### config.mk
export PLATFORM = sky130hd
export DESIGN_NAME = k_fifo_2deep_ctrl_flat
export DESIGN_NICKNAME = d
export VERILOG_FILES = /design/src/rtl/k_fifo_2deep_ctrl_pkg.sv /design/src/rtl/k_fifo_2deep_ctrl_if.sv /design/src/rtl/k_fifo_2deep_ctrl_ram.sv /design/src/rtl/k_fifo_2deep_ctrl.sv /design/src/flat_wrapper.sv
export SDC_FILE = /design/constraint.sdc
export NUM_CORES = 1
export LEC_CHECK = 0
export BUFFER_PORTS_ARGS = -buffer_cell sky130_fd_sc_hd__buf_2
export CAP_MARGIN = 20
export CORE_AREA = 2 2 54 56
export DETAILED_ROUTE_END_ITERATION = 12
export DIE_AREA = 0 0 56 58
export GPL_TIMING_DRIVEN = 0
export PLACE_DENSITY = 0.64
export SETUP_SLACK_MARGIN = 0.05
export SLEW_MARGIN = 20
export SYNTH_ARGS = -nofsm -noshare
export SYNTH_HDL_FRONTEND = slang
export SYNTH_HIERARCHICAL = 1
export SYNTH_SLANG_ARGS = --single-unit
### constraint.sdc
create_clock -name clk -period 2.4 [get_ports clk]
set_input_delay 0.12 -clock clk [delete_from_list [all_inputs] [get_ports clk]]
set_output_delay 0.12 -clock clk [all_outputs]
set_load 0.01 [all_outputs]
### src/rtl/k_fifo_2deep_ctrl_pkg.sv
// Shared constants, types and helpers for the small FIFO controllers.
package k_fifo_2deep_ctrl_pkg;

   localparam int FIFO_DEPTH = 2;
   localparam int PTR_W      = 2;

   // Bits needed to represent an occupancy from 0 up to and including depth.
   function automatic int count_width(input int depth);
      return $clog2(depth + 1);
   endfunction

   localparam int CNT_W = count_width(FIFO_DEPTH);

   typedef struct packed {
      logic ovf;
      logic udf;
   } err_flags_t;

endpackage

### src/rtl/k_fifo_2deep_ctrl_if.sv
// Push/pop bus between a producer/consumer and the 2-deep FIFO controller.
interface k_fifo_2deep_ctrl_if
   import k_fifo_2deep_ctrl_pkg::*;
#(
   parameter int data_size = 8
);
   logic                 clr;
   logic                 push;
   logic [data_size-1:0] din;
   logic                 pop;
   logic [data_size-1:0] dout;
   logic                 full;
   logic                 empty;
   logic [CNT_W-1:0]     count;
   logic                 ovf_err;
   logic                 udf_err;

   modport master (
      output clr, push, din, pop,
      input  dout, full, empty, count, ovf_err, udf_err
   );

   modport slave (
      input  clr, push, din, pop,
      output dout, full, empty, count, ovf_err, udf_err
   );
endinterface

### src/rtl/k_fifo_2deep_ctrl_ram.sv
// Team 2-deep dual-port RAM: registered write port, combinational read port.
module k_dp_2deep_ram_t1 #(
   parameter int data_size = 8,
   parameter int addr_size = 1
) (
   input  logic                 clk,
   input  logic                 wen,
   input  logic [addr_size-1:0] waddr,
   input  logic [data_size-1:0] wdata,
   input  logic [addr_size-1:0] raddr,
   output logic [data_size-1:0] q
);
   logic [data_size-1:0] mem [2**addr_size];

   // Storage array is deliberately not reset; contents survive rst and clr.
   always_ff @(posedge clk) begin
      if (wen) begin
         mem[waddr] <= wdata;
      end
   end

   assign q = mem[raddr];
endmodule

### src/rtl/k_fifo_2deep_ctrl.sv
// Two-entry FIFO controller: pointer/flag logic around one 2-deep dual-port RAM.
module k_fifo_2deep_ctrl
   import k_fifo_2deep_ctrl_pkg::*;
#(
   parameter int data_size = 8
) (
   input  logic                clk,
   input  logic                rst,
   k_fifo_2deep_ctrl_if.slave  bus
);
   localparam int addr_size = 1;

   logic [PTR_W-1:0]     wr_ptr_q, wr_ptr_d;
   logic [PTR_W-1:0]     rd_ptr_q, rd_ptr_d;
   err_flags_t           err_q, err_d;

   logic                 full;
   logic                 empty;
   logic [PTR_W-1:0]     occupancy;
   logic                 push_ok;
   logic                 pop_ok;
   logic                 wen;
   logic [addr_size-1:0] waddr;
   logic [addr_size-1:0] raddr;
   logic [data_size-1:0] ram_q;

   // Status flags decoded purely from the registered pointers (bit 1 is the wrap bit).
   always_comb begin
      empty     = (wr_ptr_q == rd_ptr_q);
      full      = (wr_ptr_q[0] == rd_ptr_q[0]) && (wr_ptr_q[1] != rd_ptr_q[1]);
      occupancy = wr_ptr_q - rd_ptr_q;
   end

   // Accept/reject decisions and the RAM write-side drive; a full push needs a pop alongside.
   always_comb begin
      push_ok = bus.push && (!full || bus.pop);
      pop_ok  = bus.pop && !empty;
      wen     = push_ok && !bus.clr;
      waddr   = wr_ptr_q[0];
      raddr   = rd_ptr_q[0];
   end

   // Next pointer and sticky error values; flush wins over any push/pop in the same cycle.
   always_comb begin
      wr_ptr_d = wr_ptr_q;
      rd_ptr_d = rd_ptr_q;
      err_d    = err_q;
      if (bus.clr) begin
         wr_ptr_d = '0;
         rd_ptr_d = '0;
         err_d    = '0;
      end else begin
         if (push_ok) begin
            wr_ptr_d = wr_ptr_q + PTR_W'(1);
         end
         if (pop_ok) begin
            rd_ptr_d = rd_ptr_q + PTR_W'(1);
         end
         if (bus.push && full && !bus.pop) begin
            err_d.ovf = 1'b1;
         end
         if (bus.pop && empty) begin
            err_d.udf = 1'b1;
         end
      end
   end

   // Pointer and error registers, cleared immediately on reset.
   always_ff @(posedge clk or posedge rst) begin
      if (rst) begin
         wr_ptr_q <= '0;
         rd_ptr_q <= '0;
         err_q    <= '0;
      end else begin
         wr_ptr_q <= wr_ptr_d;
         rd_ptr_q <= rd_ptr_d;
         err_q    <= err_d;
      end
   end

   k_dp_2deep_ram_t1 #(
      .data_size (data_size),
      .addr_size (addr_size)
   ) u_ram (
      .clk   (clk),
      .wen   (wen),
      .waddr (waddr),
      .wdata (bus.din),
      .raddr (raddr),
      .q     (ram_q)
   );

   assign bus.dout    = ram_q;
   assign bus.full    = full;
   assign bus.empty   = empty;
   assign bus.count   = CNT_W'(occupancy);
   assign bus.ovf_err = err_q.ovf;
   assign bus.udf_err = err_q.udf;
endmodule

### src/flat_wrapper.sv
// flat-port wrapper written by rule: the top's interface ports become plain ports
module k_fifo_2deep_ctrl_flat import k_fifo_2deep_ctrl_pkg::*;
#(
   parameter int data_size = 8
)
  (clk, rst, bus_clr, bus_push, bus_din, bus_pop, bus_dout, bus_full, bus_empty, bus_count, bus_ovf_err, bus_udf_err);
  k_fifo_2deep_ctrl_if #(.data_size(data_size)) bus_i ();
  input  logic clk;
  input  logic rst;
  input wire logic [$bits(bus_i.clr)-1:0] bus_clr;
  input wire logic [$bits(bus_i.push)-1:0] bus_push;
  input wire logic [$bits(bus_i.din)-1:0] bus_din;
  input wire logic [$bits(bus_i.pop)-1:0] bus_pop;
  output wire logic [$bits(bus_i.dout)-1:0] bus_dout;
  output wire logic [$bits(bus_i.full)-1:0] bus_full;
  output wire logic [$bits(bus_i.empty)-1:0] bus_empty;
  output wire logic [$bits(bus_i.count)-1:0] bus_count;
  output wire logic [$bits(bus_i.ovf_err)-1:0] bus_ovf_err;
  output wire logic [$bits(bus_i.udf_err)-1:0] bus_udf_err;
  assign bus_i.clr = bus_clr;
  assign bus_i.push = bus_push;
  assign bus_i.din = bus_din;
  assign bus_i.pop = bus_pop;
  assign bus_dout = bus_i.dout;
  assign bus_full = bus_i.full;
  assign bus_empty = bus_i.empty;
  assign bus_count = bus_i.count;
  assign bus_ovf_err = bus_i.ovf_err;
  assign bus_udf_err = bus_i.udf_err;
  k_fifo_2deep_ctrl #(.data_size(data_size)) u_core (.clk(clk), .rst(rst), .bus(bus_i));
endmodule
==> flow_summary.yaml <==
run_status:
  outcome: "finished clean"
pwr:
  leakage_nw: 0.542
  clockPowerShare: 0.162
  power.internal_uw: 713
  power.total_mw: 1.03
  seqPwrFrac: 0.465
  comb_power_share: 0.372
  irDropWorstVdd_v: 0.000486
  power.density_mw_per_mm2: 802
  sw_frac_of_total: 0.310
  switchingPower_uw: 321
critical_path:
  max_stage_delay_ps: 470
  crit_chain: "inv_1 > ha_1 > nand2b_1 > o21ai_0 > nor2_1 > nor2b_2"
  worst-path-max-fanout: 8
  critPathCaptureType: "flop"
  crit_type: "flop to flop"
  required_ps: 2360
  cp.arrival_ps: 2000
  crit_buf_inv: 1
  start_kind: "flop"
  crit_family: "simple AND/OR/NAND/NOR gates"
  crit_slowest_cell: "dfrtp_1"
layout:
  finalNonFillerCells: 138
  multiInputGateArea_um2: 348
  antenna_cells: 0
  fin_area_mm2: 0.00129
  final_nets: 122
  area_delta_synth_final_pct: 28.7
  fill_cells: 239
  layout-drive-gt1-share: 0.402
  utilization: 0.484
  register_area_um2: 631
yosys:
  avgSynthCellArea_um2: 14.7
  synth_fp_nets: 82
  yosys-top-cells-count: "edfxtp_1, mux2_4, nor2_1"
  ys_warn_count: 6
  synth_edf_count: 16
  ys_seq_area_frac: 0.629
  synth_most_common_cell: "edfxtp_1"
  syn_inst: 68
  synth_top_area_frac: 0.479
  netlist.top_cell.by_area: "edfxtp_1"
  ys.flop_type: "edfxtp_1"
  synthArstFlopShare: 0.273
  syn-cell-area_mm2: 0.00100
  synth_area_leaders: "edfxtp_1, dfrtp_1, mux2_4, nor2_1, mux2_2"
  ys_ff_latch: 22
  netlist-cell-type-count: 24
die:
  ioPinCount: 27
  core-area_mm2: 0.00266
  rows: 19
  dieHeight_um: 58
  dieArea_mm2: 0.00325
  die_w_um: 56
  initial_core_util: 0.376
cts:
  cts_tree: "built"
  clk_root_buffer_cell: "clkbuf_4"
  post_cts_buffers: 0
  cts.sinks: 22
  htreeDepth: 1
  clkTransAtPathRegs_ps: 110
  cts_made_buffers: 3
  cts_max_path_buffers: 2
  clock_latency_ps: 300
sta:
  fin_ws_ps: 365
  period_share: 0.848
  hold_violations: 0
  max_freq_mhz: 492
  fin_skew_ps: 1.80
  finalSetupTns_ps: 0
  whs_ps: 99.9
  relSlewSlack: 0.707
  drv_slew: 0
  rsz0062_at_grt: "no"
  setup_viol: 0
  worstMarginPinSlew_ps: 437
  fin_crit_ps: 2030
routing:
  highest_layer: "met4"
  dr_total_vias: 652
  drcViolationCount: 0
  vias_per_cell: 4.72
  drt-initial-drc-count: 6
  dr_wl_met3_um: 103
  ant_nets: 0
  routed-wl-met2_um: 863
  drtPass1Iterations: 4
  drt-met1-wl_um: 758
  wl_mm: 1.76
  wire_per_inst_um: 12.7
job:
  drv_cap: 0
global_route:
  antenna_found_initial: 0
  grt_pass1_wl_mm: 2.86
  gr-usage-all-layers: 0.118
  grt_remaining_overflow: 0
  grt_pass1_vias: 650
  grt_max_degree: 13
placement:
  placed_cells: 125
  pre_cts_ws_ps: 151
  postPlaceCellArea_mm2: 0.00117
  gp_congestion: 0.690
  port_buffers: 26
  hpwl_mm: 1.27
worst_hold_path:
  worstHoldPathType: "primary input to flop"
-- worst register-to-register path, stage by stage, from the launching register on --
cell	delay (ps)
dfrtp_1	470
inv_1	70
ha_1	390
nand2b_1	150
o21ai_0	80
nor2_1	120
nor2b_2	420
-- layer usage --
layer,GRT usage,up-vias
met5,0,-
met4,0.0714,0
li1,-,329
met1,0.138,295
met3,0.0246,4
met2,0.202,24
-- cells by family (layout without fill, tap and decap cells) --
group / count (synthesis) / in the layout / synth area share
flops: 22 / 22 / 0.629
simple gates: 18 / 18 / 0.0961
compound gates: 10 / 10 / 0.0687
mux: 10 / 10 / 0.142
buf+inv: 5 / 44 / 0.0262
xor+xnor: 2 / 2 / 0.0250
fa+ha+maj: 1 / 1 / 0.0125
-- state kept, by name (all words and copies together), names as in the netlist --
| name | count |
|---|---|
| u_core/u_ram/mem | 16 |
| u_core/rd_ptr_q | 2 |
| u_core/wr_ptr_q | 2 |
| u_core/bus.ovf_err | 1 |
| u_core/bus.udf_err | 1 |
-- power groups by stage --
stage / logic [mW] / clock network (mW) / registers, mW
2_1_floorplan: 0.263 / 0 / 0.485
3_3_place_gp: 0.373 / 0 / 0.487
3_5_place_dp: 0.378 / 0 / 0.490
4_1_cts: 0.385 / 0.177 / 0.482
5_1_grt: 0.426 / 0.196 / 0.488
6_report: 0.385 / 0.168 / 0.481
-- area by class of cell --
type                    instances  share of cell area
well taps                      31              0.0301
plain buffers                   2              0.0116
flip-flops and latches         22               0.489
repair buffers                 35               0.171
multi-input cells              41               0.270
inverters                       3             0.00873
clock buffers                   4              0.0204
-- layout by cell type (no fill, tap or decap) --
| cell | n |
|---|---|
| nor2b_2 | 1 |
| nand2_1 | 1 |
| ha_1 | 1 |
| xnor2_2 | 1 |
| inv_1 | 3 |
| buf_6 | 1 |
| buf_2 | 26 |
| or4_1 | 1 |
| xnor2_1 | 1 |
| o21ai_0 | 1 |
| dlygate4sd3_1 | 9 |
| o21ba_2 | 1 |
| and2_1 | 2 |
| a31oi_1 | 2 |
| dfrtp_1 | 6 |
| nor3b_1 | 2 |
| o211ai_1 | 2 |
| clkbuf_1 | 2 |
| mux2_4 | 8 |
| a21oi_1 | 2 |
| nand2b_1 | 2 |
| nor2b_1 | 2 |
| nor2_1 | 7 |
| edfxtp_1 | 16 |
| clkbuf_4 | 3 |
| a21boi_0 | 1 |
| mux2_2 | 2 |
| a311oi_1 | 1 |
-- final timing paths --
| check | depth (start not counted) | from | endpoint | slack (ps) |
|---|---|---|---|---|
| worst max-delay path | 6 | u_core/wr_ptr_q[0] | u_core/u_ram/mem[0][6] | 370 |
| worst min-delay path | 2 | bus_pop | u_core/rd_ptr_q[1] | 100 |
| worst max register to register | 6 | u_core/wr_ptr_q[0] | u_core/u_ram/mem[0][6] | 370 |
| worst min register to register | 1 | u_core/bus.ovf_err | u_core/bus.ovf_err | 520 |
| max in group asynchronous | 3 | rst | u_core/wr_ptr_q[1] | 1930 |
| min in group asynchronous | 3 | rst | u_core/bus.ovf_err | 270 |
-- what timing repair did --
item,in CTS,in global routing
gates resized for setup,0,1
endpoints found under the hold margin,11,10
hold buffers,4,5
endpoints found under the setup margin,0,8
Power figures use the tool's default switching activity.
